--- src/rtl/trng_byte_conditioner.sv ---
// Raw ring-oscillator bit stream -> health tests (RCT/APT) -> von Neumann
// corrector -> byte packer -> one-cycle trng_valid/trng_byte pulses.
module trng_byte_conditioner #(
  parameter int RCT_CUTOFF    = 32,
  parameter int APT_WINDOW    = 512,
  parameter int APT_CUTOFF    = 410,
  parameter int STARTUP_BYTES = 4
) (
  input  logic       clk,
  input  logic       rst,
  input  logic       enable,
  input  logic       raw_bit,
  input  logic       raw_valid,
  input  logic       clear_fail,
  output logic [7:0] trng_byte,
  output logic       trng_valid,
  output logic       health_fail,
  output logic       startup_done
);

  localparam int RCT_W     = $clog2(RCT_CUTOFF) + 1;
  localparam int APT_POS_W = $clog2(APT_WINDOW) + 1;
  localparam int APT_CNT_W = $clog2(APT_CUTOFF) + 1;
  localparam int START_W   = $clog2(STARTUP_BYTES) + 1;
  localparam int BIT_W     = 4;

  localparam logic [RCT_W-1:0]     RCT_LIMIT   = RCT_W'(RCT_CUTOFF);
  localparam logic [RCT_W-1:0]     RCT_ONE     = RCT_W'(1);
  localparam logic [APT_POS_W-1:0] APT_LAST    = APT_POS_W'(APT_WINDOW);
  localparam logic [APT_POS_W-1:0] APT_POS_ONE = APT_POS_W'(1);
  localparam logic [APT_CNT_W-1:0] APT_LIMIT   = APT_CNT_W'(APT_CUTOFF);
  localparam logic [APT_CNT_W-1:0] APT_CNT_ONE = APT_CNT_W'(1);
  localparam logic [START_W-1:0]   START_LIMIT = START_W'(STARTUP_BYTES);
  localparam logic [START_W-1:0]   START_ONE   = START_W'(1);
  localparam logic [BIT_W-1:0]     BIT_LAST    = BIT_W'(7);
  localparam logic [BIT_W-1:0]     BIT_ONE     = BIT_W'(1);
  localparam logic                 START_DONE_INIT = (STARTUP_BYTES == 0);

  // Health-test state
  logic [RCT_W-1:0]     rct_cnt_r, rct_cnt_s;
  logic                 rct_bit_r, rct_bit_s;
  logic                 rct_trip_s;
  logic [APT_POS_W-1:0] apt_pos_r, apt_pos_s;
  logic [APT_CNT_W-1:0] apt_cnt_r, apt_cnt_s;
  logic                 apt_ref_r, apt_ref_s;
  logic                 apt_trip_s;

  // Corrector, packer, startup and output state
  logic                 pair_have_r, pair_have_s;
  logic                 pair_first_r, pair_first_s;
  logic [7:0]           shift_r, shift_s;
  logic [BIT_W-1:0]     bit_cnt_r, bit_cnt_s;
  logic [START_W-1:0]   start_cnt_r, start_cnt_s;
  logic                 startup_done_r, startup_done_s;
  logic                 health_fail_r, health_fail_s;
  logic [7:0]           trng_byte_r, trng_byte_s;
  logic                 trng_valid_r, trng_valid_s;
  logic                 fail_s;
  logic [7:0]           done_byte_s;

  // Repetition count and adaptive proportion tests on every accepted raw bit.
  always_comb begin
    rct_cnt_s  = rct_cnt_r;
    rct_bit_s  = rct_bit_r;
    rct_trip_s = 1'b0;
    apt_pos_s  = apt_pos_r;
    apt_cnt_s  = apt_cnt_r;
    apt_ref_s  = apt_ref_r;
    apt_trip_s = 1'b0;
    if (clear_fail || !enable) begin
      rct_cnt_s = '0;
      apt_pos_s = '0;
      apt_cnt_s = '0;
    end else if (raw_valid) begin
      rct_bit_s = raw_bit;
      if ((rct_cnt_r != '0) && (raw_bit == rct_bit_r)) begin
        if (rct_cnt_r != RCT_LIMIT) begin
          rct_cnt_s = rct_cnt_r + RCT_ONE;
        end else begin
          rct_cnt_s = rct_cnt_r;
        end
      end else begin
        rct_cnt_s = RCT_ONE;
      end
      rct_trip_s = (rct_cnt_s == RCT_LIMIT);

      // A zero position means no window is open yet (after reset/clear/disable).
      if ((apt_pos_r == '0) || (apt_pos_r == APT_LAST)) begin
        apt_ref_s = raw_bit;
        apt_pos_s = APT_POS_ONE;
        apt_cnt_s = APT_CNT_ONE;
      end else begin
        apt_pos_s = apt_pos_r + APT_POS_ONE;
        if ((raw_bit == apt_ref_r) && (apt_cnt_r != APT_LIMIT)) begin
          apt_cnt_s = apt_cnt_r + APT_CNT_ONE;
        end else begin
          apt_cnt_s = apt_cnt_r;
        end
      end
      apt_trip_s = (apt_cnt_s == APT_LIMIT);
    end else begin
      rct_trip_s = 1'b0;
      apt_trip_s = 1'b0;
    end
  end

  // Von Neumann pairing, byte packing, startup discard and output pulse.
  always_comb begin
    fail_s         = health_fail_r | rct_trip_s | apt_trip_s;
    pair_have_s    = pair_have_r;
    pair_first_s   = pair_first_r;
    shift_s        = shift_r;
    bit_cnt_s      = bit_cnt_r;
    start_cnt_s    = start_cnt_r;
    startup_done_s = startup_done_r;
    health_fail_s  = health_fail_r;
    trng_byte_s    = trng_byte_r;
    trng_valid_s   = 1'b0;
    done_byte_s    = {shift_r[6:0], pair_first_r};
    if (clear_fail) begin
      pair_have_s    = 1'b0;
      pair_first_s   = 1'b0;
      shift_s        = 8'h00;
      bit_cnt_s      = '0;
      start_cnt_s    = '0;
      startup_done_s = START_DONE_INIT;
      health_fail_s  = 1'b0;
    end else if (!enable) begin
      pair_have_s  = 1'b0;
      pair_first_s = 1'b0;
      shift_s      = 8'h00;
      bit_cnt_s    = '0;
    end else if (fail_s) begin
      // A byte completing on the failing edge is dropped with the rest.
      pair_have_s   = 1'b0;
      pair_first_s  = 1'b0;
      shift_s       = 8'h00;
      bit_cnt_s     = '0;
      health_fail_s = 1'b1;
    end else if (raw_valid) begin
      if (!pair_have_r) begin
        pair_have_s  = 1'b1;
        pair_first_s = raw_bit;
      end else begin
        pair_have_s  = 1'b0;
        pair_first_s = 1'b0;
        // 01 -> 0 and 10 -> 1: the corrected bit equals the first of the pair.
        if (pair_first_r != raw_bit) begin
          if (bit_cnt_r == BIT_LAST) begin
            shift_s   = 8'h00;
            bit_cnt_s = '0;
            if (start_cnt_r != START_LIMIT) begin
              start_cnt_s = start_cnt_r + START_ONE;
              if ((start_cnt_r + START_ONE) == START_LIMIT) begin
                startup_done_s = 1'b1;
              end else begin
                startup_done_s = startup_done_r;
              end
            end else begin
              trng_byte_s  = done_byte_s;
              trng_valid_s = 1'b1;
            end
          end else begin
            shift_s   = done_byte_s;
            bit_cnt_s = bit_cnt_r + BIT_ONE;
          end
        end else begin
          shift_s   = shift_r;
          bit_cnt_s = bit_cnt_r;
        end
      end
    end else begin
      trng_valid_s = 1'b0;
    end
  end

  // State and output registers.
  always_ff @(posedge clk or posedge rst) begin
    if (rst) begin
      rct_cnt_r      <= '0;
      rct_bit_r      <= 1'b0;
      apt_pos_r      <= '0;
      apt_cnt_r      <= '0;
      apt_ref_r      <= 1'b0;
      pair_have_r    <= 1'b0;
      pair_first_r   <= 1'b0;
      shift_r        <= 8'h00;
      bit_cnt_r      <= '0;
      start_cnt_r    <= '0;
      startup_done_r <= START_DONE_INIT;
      health_fail_r  <= 1'b0;
      trng_byte_r    <= 8'h00;
      trng_valid_r   <= 1'b0;
    end else begin
      rct_cnt_r      <= rct_cnt_s;
      rct_bit_r      <= rct_bit_s;
      apt_pos_r      <= apt_pos_s;
      apt_cnt_r      <= apt_cnt_s;
      apt_ref_r      <= apt_ref_s;
      pair_have_r    <= pair_have_s;
      pair_first_r   <= pair_first_s;
      shift_r        <= shift_s;
      bit_cnt_r      <= bit_cnt_s;
      start_cnt_r    <= start_cnt_s;
      startup_done_r <= startup_done_s;
      health_fail_r  <= health_fail_s;
      trng_byte_r    <= trng_byte_s;
      trng_valid_r   <= trng_valid_s;
    end
  end

  assign trng_byte    = trng_byte_r;
  assign trng_valid   = trng_valid_r;
  assign health_fail  = health_fail_r;
  assign startup_done = startup_done_r;

endmodule

--- config.mk ---
export PLATFORM = sky130hd
export DESIGN_NAME = trng_byte_conditioner
export DESIGN_NICKNAME = d
export VERILOG_FILES = /design/src/rtl/trng_byte_conditioner.sv
export SDC_FILE = /design/constraint.sdc
export NUM_CORES = 1
export LEC_CHECK = 0
export BUFFER_PORTS_ARGS = -buffer_cell sky130_fd_sc_hd__buf_2
export CORE_MARGIN = 3
export CORE_UTILIZATION = 30
export DETAILED_ROUTE_END_ITERATION = 10
export SLEW_MARGIN = 10
export SYNTH_ARGS = -nofsm -noshare
export SYNTH_HDL_FRONTEND = slang
export SYNTH_SLANG_ARGS = --single-unit
--- constraint.sdc ---
create_clock -name clk -period 3.8 [get_ports clk]
set_input_delay 0.38 -clock clk [delete_from_list [all_inputs] [get_ports clk]]
set_output_delay 0.38 -clock clk [all_outputs]
set_load 0.05 [all_outputs]
# [Word-level counts from Yosys, hierarchy flattened]
# Index checks and enable logic that the tools add are counted.
[totals] in_bits=6 rom_bits=0 mem_count=0 word_cells=134 output_inout_bits=11 ramBits=0 latch_bits=0 ff_bits=55
[classes] shifts=0 bitwise_logic=6 reduce_logical=23 n_mux=71 addsub=5 div=0 n_eq_ne=15 n_lt_le_gt_ge=0 mul=0
[op_table] operator="two-way mux 10 bit" n=9
[op_table] operator="two-way mux 7 bit" n=7
[op_table] operator="two-way mux 6 bit" n=6
[op_table] operator="two-way mux 1 bit" n=34
[op_table] operator="two-way mux 4 bit" n=7
[op_table] operator="two-way mux 3 bit" n=8
[op_table] operator="adder 10 x 1 -> 10 bit, second input constant" n=2
[op_table] operator="nonzero test 2 bit" n=9
[op_table] operator="AND reduction 8 bit" n=2
[op_table] operator="inequality test 4 x 1 -> 1 bit, second input constant" n=3
[op_table] operator="== test 10 bit, second input constant" n=1
[op_table] operator="== test 10 x 9 -> 1 bit, second input constant" n=1
[op_table] operator="zero test 10 bit" n=1
[op_table] operator="inequality test 10 x 9 -> 1 bit, second input constant" n=1
[op_table] operator="AND reduction 7 bit" n=1
[op_table] operator="adder 6 x 1 -> 6 bit, second input constant" n=1
[op_table] operator="== test 6 bit, second input constant" n=1
[op_table] operator="inequality test 6 bit, second input constant" n=1
[op_table] operator="AND reduction 3 bit" n=2
[op_table] operator="nonzero test 6 bit" n=1
[op_table] operator="adder 4 x 1 -> 4 bit, second input constant" n=1
[op_table] operator="== test 4 x 3 -> 1 bit, second input constant" n=1
[op_table] operator="NOT 1 bit" n=4
[op_table] operator="AND reduction 2 bit" n=2
[op_table] operator="other kinds (10)" n=14

# [Logic depth before layout (Yosys ltp)]
[depth] ltp_word=13 ltp_mapped=11 depth_no_buf=9

# [Worst setup path after synthesis]
# OpenSTA, ideal clock, no wires.
[synth_path] path_type="register to register" startpoint="reg apt_pos_r[0]" endpoint="reg trng_byte_r[4] (netlist: trng_byte[4])" setup_ps=125 required_ps=3675 t_arrival_ps=2381 period_less_slack_ps=2506 n_path_buf=1 path_stages_with_launch=11 path_slack_ps=1294 cell_sequence="dfrtp_1 inv_1 ha_1 or4b_4 or2_1 buf_6 nand4b_1 nand3_2 o311ai_4 nor4_4 mux2_4"
[synth_between] elab_chain_len=11 elab_cells_between_ends=12 cone_classes="2 x eq/ne; 5 x mux; 2 x bitwise; 3 x reduce/logical"
[synth_lines] element="from (decl)" line="43" rtl="logic [APT_POS_W-1:0] apt_pos_r, apt_pos_s;"
[synth_lines] element="from (signal assigned)" line="197" rtl="apt_pos_r <= apt_pos_s;"
[synth_lines] element="== test 10 bit / zero test 10 bit (equally long branches)" line="88" rtl="if ((apt_pos_r == '0) || (apt_pos_r == APT_LAST)) begin"
[synth_lines] element="logical OR 1 bit *" line="88"
[synth_lines] element="two-way mux 10 bit *" line="88"
[synth_lines] element="two-way mux 10 bit *" line="74" rtl="end else if (raw_valid) begin"
[synth_lines] element="two-way mux 10 bit *" line="70" rtl="if (clear_fail || !enable) begin"
[synth_lines] element="== test 10 x 9 -> 1 bit *" line="100" rtl="apt_trip_s = (apt_cnt_s == APT_LIMIT);"
[synth_lines] element="two-way mux 1 bit *" line="74"
[synth_lines] element="two-way mux 1 bit *" line="70"
[synth_lines] element="OR 1 bit *" line="109" rtl="fail_s = health_fail_r | rct_trip_s | apt_trip_s;"
[synth_lines] element="NOT 1 bit (no source line) *"
[synth_lines] element="AND reduction 8 bit (no source line) *"
[synth_lines] element="to (signal assigned)" line="207" rtl="trng_byte_r <= trng_byte_s;"
[synth_lines] element="to (decl)" line="56" rtl="logic [7:0] trng_byte_r, trng_byte_s;"
# Every way passes the cells marked *; elsewhere a longest branch is shown, timed or not. The select of a mux whose other input is x is not followed.
# A chain may end at the register's enable or synchronous reset.

# [Final worst setup path]
[layout_path] startpoint="reg apt_cnt_r[5]" endpoint="reg trng_byte_r[1] (netlist: trng_byte[1])"
[layout_between] elab_chain_len=12 elab_cells_between_ends=13 cone_classes="1 x add/sub; 2 x eq/ne; 6 x mux; 2 x bitwise; 2 x reduce/logical"
[layout_lines] element="from (decl)" line="44" rtl="logic [APT_CNT_W-1:0] apt_cnt_r, apt_cnt_s;"
[layout_lines] element="from (signal assigned)" line="198" rtl="apt_cnt_r <= apt_cnt_s;"
[layout_lines] element="parallel branches: the longest is 2 deep, another holds adder 10 x 1 -> 10 bit"
[layout_lines] element="two-way mux 10 bit *" line="94" rtl="if ((raw_bit == apt_ref_r) && (apt_cnt_r != APT_LIMIT)) begin"
[layout_lines] element="two-way mux 10 bit *" line="88"
[layout_lines] element="two-way mux 10 bit *" line="74"
[layout_lines] element="two-way mux 10 bit *" line="70"
[layout_lines] element="== test 10 x 9 -> 1 bit *" line="100"
[layout_lines] element="two-way mux 1 bit *" line="74"
[layout_lines] element="two-way mux 1 bit *" line="70"
[layout_lines] element="OR 1 bit *" line="109"
[layout_lines] element="NOT 1 bit (no source line) *"
[layout_lines] element="AND reduction 8 bit (no source line) *"
# Mark *: on every way between the ends. The select of a mux whose other input is x is not followed.

==> results.md <==
* Outcome: completed
* Maximum clock frequency at approximately 340 MHz
* Cell area after layout at 3362 um^2
* Number of levels in the clock H-tree at 2
* Top cell type's share of synthesized area at around 44%
* WP data arrival at 3150 ps
* Slew @ Worst Pin at between 700 and 800 ps
* Clock buffers created by TritonCTS at 5
* Most frequent cells after synthesis: 54 x dfrtp_1, 35 x nor2_1, 23 x nand2_1, 23 x o21ai_0, 18 x nand3_1
* Post-Layout Cell Count at 464
* GR Util met2 at between 10% and 20%
* Initial standard-cell utilization of the core at 31.22%
* Setup violation total in the final timing report at 0
* Pins Over Slew Limit at 0
* Instance count of the mapped netlist at about 320
* Crit Path Class: flip-flop to flip-flop
* Number of design rule violations left after detail routing at 0
* Worst-case clock skew at 11.73 ps
* Die span in x at 107.3 um
* Num Clock Sinks at 54
* DR WL/cell at around 14 um
* Mean number of vias per cell at 5.050
* Share of cells above drive strength 1 at 15.71%
* Top flip-flop cell by instance count after synthesis: dfrtp_1
* Count of instances resized after the clock tree is built at 0
* Post-cts hold buffer count at 0
* Fin worst setup slack at 854.4 ps
* Global-route congestion overflow total at 0
* Sequential-to-total area share from yosys stat at 43.88%
* Post-CTS setup buffers at 0
* Core ar. at 9864 um^2
* Number of detailed-route iterations in the first pass at 6
* WP data required at 4010 ps
* Clk root buf: clkbuf_8
* Vertical die dimension at 107.3 um
* Max cap viols at 0
* Number of synthesized register bits at 54
* First DRT Iteration DRCs at 126
* Post-DP HPWL at 4546 um
* Boundary pin count at 17
* Power density over cell area at 301.1 nW/um^2
* Post-synth EDFFs at 0
* Relative max-transition margin at around half
* Clock latency on the worst-skew pair at roughly 320 ps
* Diodes inserted at 0
* Number of routed nets with antenna violations at 0
* Final critical path time including I/O delays and setup at about 2900 ps
* Type of element capturing the critical path: flip-flop
* Maximum root-to-sink buffer count at 2
* Clk slew on worst S/H paths at 110 ps
* Total Routed Length at 6463 um
* Top cells by area, synth: dfrtp_1 44%, nor2_1 4.3%, ha_1 4.1%, o21ai_0 3.7%, mux2_2 3.3%
* HP Class: primary input to asynchronous set/reset pin
* Global-route wire length before repair at 11270 um
* Initial antenna violation count at 0
* Detailed-route via count at 2343
* Async set-or-reset flop fraction in the synthesized netlist at 100.0%
* Critical path startpoint category: flip-flop
* Via count of the first global-routing pass at between 2000 and 2500
* Cell Area, Synth at 3079 um^2
* Most used routing layer: met2
* Syn. warnings at 0
* Placer congestion estimate at 0.8428
* # port buffers at 16
* Total leakage power at between 0.0015 and 0.002 uW
* Average cell area after synthesis at 9.653 um^2
* Peak supply drop at between 0.15 and 0.2 mV
* Unrepaired setup endpoints after global routing: no
* TritonCTS clock tree: built
* Global Route Usage Sum at between 10% and 20%
* Die area at 11520 um^2
* Crit path max fanout at 11
* Post-synth net total at 335
* Cell type with the largest total area after synthesis: dfrtp_1
* Dpl ws at 823.6 ps
* Met3 layer usage reported by global route at 2.639%
* Dominant cell by count in the synthesized netlist: dfrtp_1
* FP Rows at 36
* Maximum number of pins on one net before global-route repair at 37
* Post-synth cell types at 59
* Sum of negative setup slack at 0 ps
* Met1 GRT Util at 17.05%
* Instance area at placement at 3267 um^2
* Area growth from synthesis to final layout at 9.183%
* Total Nets Final at 346
* Tcrit/Tclk final at between 70% and 80%
* Hold violation count in the final report at 0
* Number of placed instances with taps included at ~460
[where the power goes]
part           switching (uW)  internal [uW]
Sequential               7.38            581
Clock                     209            134
Combinational            53.3           27.5
Total                     270            742
[cells in the final DEF, fill, tap and decap left out, types with 2 or more instances in the layout]
master     count
dfrtp_1       54
nor2_1        35
nand2_1       23
o21ai_0       23
nand3_1       18
inv_1         16
buf_2         16
a21oi_1       11
ha_1          10
xor2_1         9
mux2_2         9
nor3_1         9
o31ai_1        8
a22oi_1        7
and3_1         6
xnor2_1        5
clkbuf_8       5
mux2i_1        4
and2_1         3
nor2b_1        3
nor4_1         3
a21o_1         3
nor3b_1        3
clkinv_4       3
buf_4          3
nand2b_1       2
nand3_2        2
o2111ai_1      2
a211oi_1       2
o211ai_1       2
or4_1          2
o311ai_0       2
[state kept, by name, indices dropped and copies added, names as in the netlist]
name and cells:
start_cnt_r 3, apt_pos_r 9, startup_done 1, rct_cnt_r 6, health_fail 1, apt_ref_r 1, trng_valid 1, bit_cnt_r 4
rct_bit_r 1, apt_cnt_r 10, pair_have_r 1, shift_r 7, pair_first_r 1, trng_byte 8
[worst max-delay path: stages, from the launching register on]
cell,delay [ps]
dfrtp_1,440
nor2_1,250
inv_1,140
o41ai_4,430
mux2i_1,390
o311ai_4,240
nor4_4,540
mux2_2,400
[final cells by class]
class | count | area, um^2
inverters | 17 | 63.81
clock buffers | 5 | 68.82
well taps | 133 | 166.4
repair buffers | 19 | 102.6
multi-input cells | 233 | 1583
fillers | 1025 | 6502
flip-flops and latches | 54 | 1351
clock inverters | 3 | 26.28
[final timing paths]
| path | cells past startpoint | startpoint | endpoint | slack [ps] |
|---|---|---|---|---|
| min | 2 | rst | trng_byte[3] | 190 |
| max | 7 | apt_cnt_r[5] | trng_byte[1] | 850 |
| min in group clk | 2 | clear_fail | start_cnt_r[0] | 250 |
| min reg2reg | 1 | startup_done | startup_done | 510 |
| max in group asynchronous | 3 | rst | bit_cnt_r[2] | 2850 |
| max reg2reg | 7 | apt_cnt_r[5] | trng_byte[1] | 850 |
[metal layers]
metal | vias up | wire length, um
li1 | 1163 | -
met1 | 1135 | 3328
met2 | 37 | 2862
met3 | 8 | 202
met4 | 0 | 70
met5 | - | 0
[per-stage QoR]
step | utilization [%] | power (uW) | hold slack (ps)
after global placement | 33.12 | 678.8 | 483.6
after floorplan | - | 661.2 | 443.1
final | 34.08 | 1012 | 189.7
after detailed placement | 33.12 | 680.7 | 491.5
after global routing | 34.08 | 1057 | 259.1
after CTS | 34.08 | 1024 | 218.9
[logic make-up (layout without fill, tap and decap cells)]
family / Yosys count / in the layout / share of synthesized area [%]
AO/OA/AOI/OAI: 71 / 71 / 16.54
buffers and inverters: 32 / 44 / 4.714
adder cells (fa/ha/maj): 10 / 10 / 4.063
multiplexers: 14 / 14 / 5.079
XOR/XNOR: 14 / 14 / 3.982
AND/OR/NAND/NOR: 124 / 124 / 21.74
flip-flops: 54 / 54 / 43.88
No activity file was read; power rests on OpenSTA's default activity.
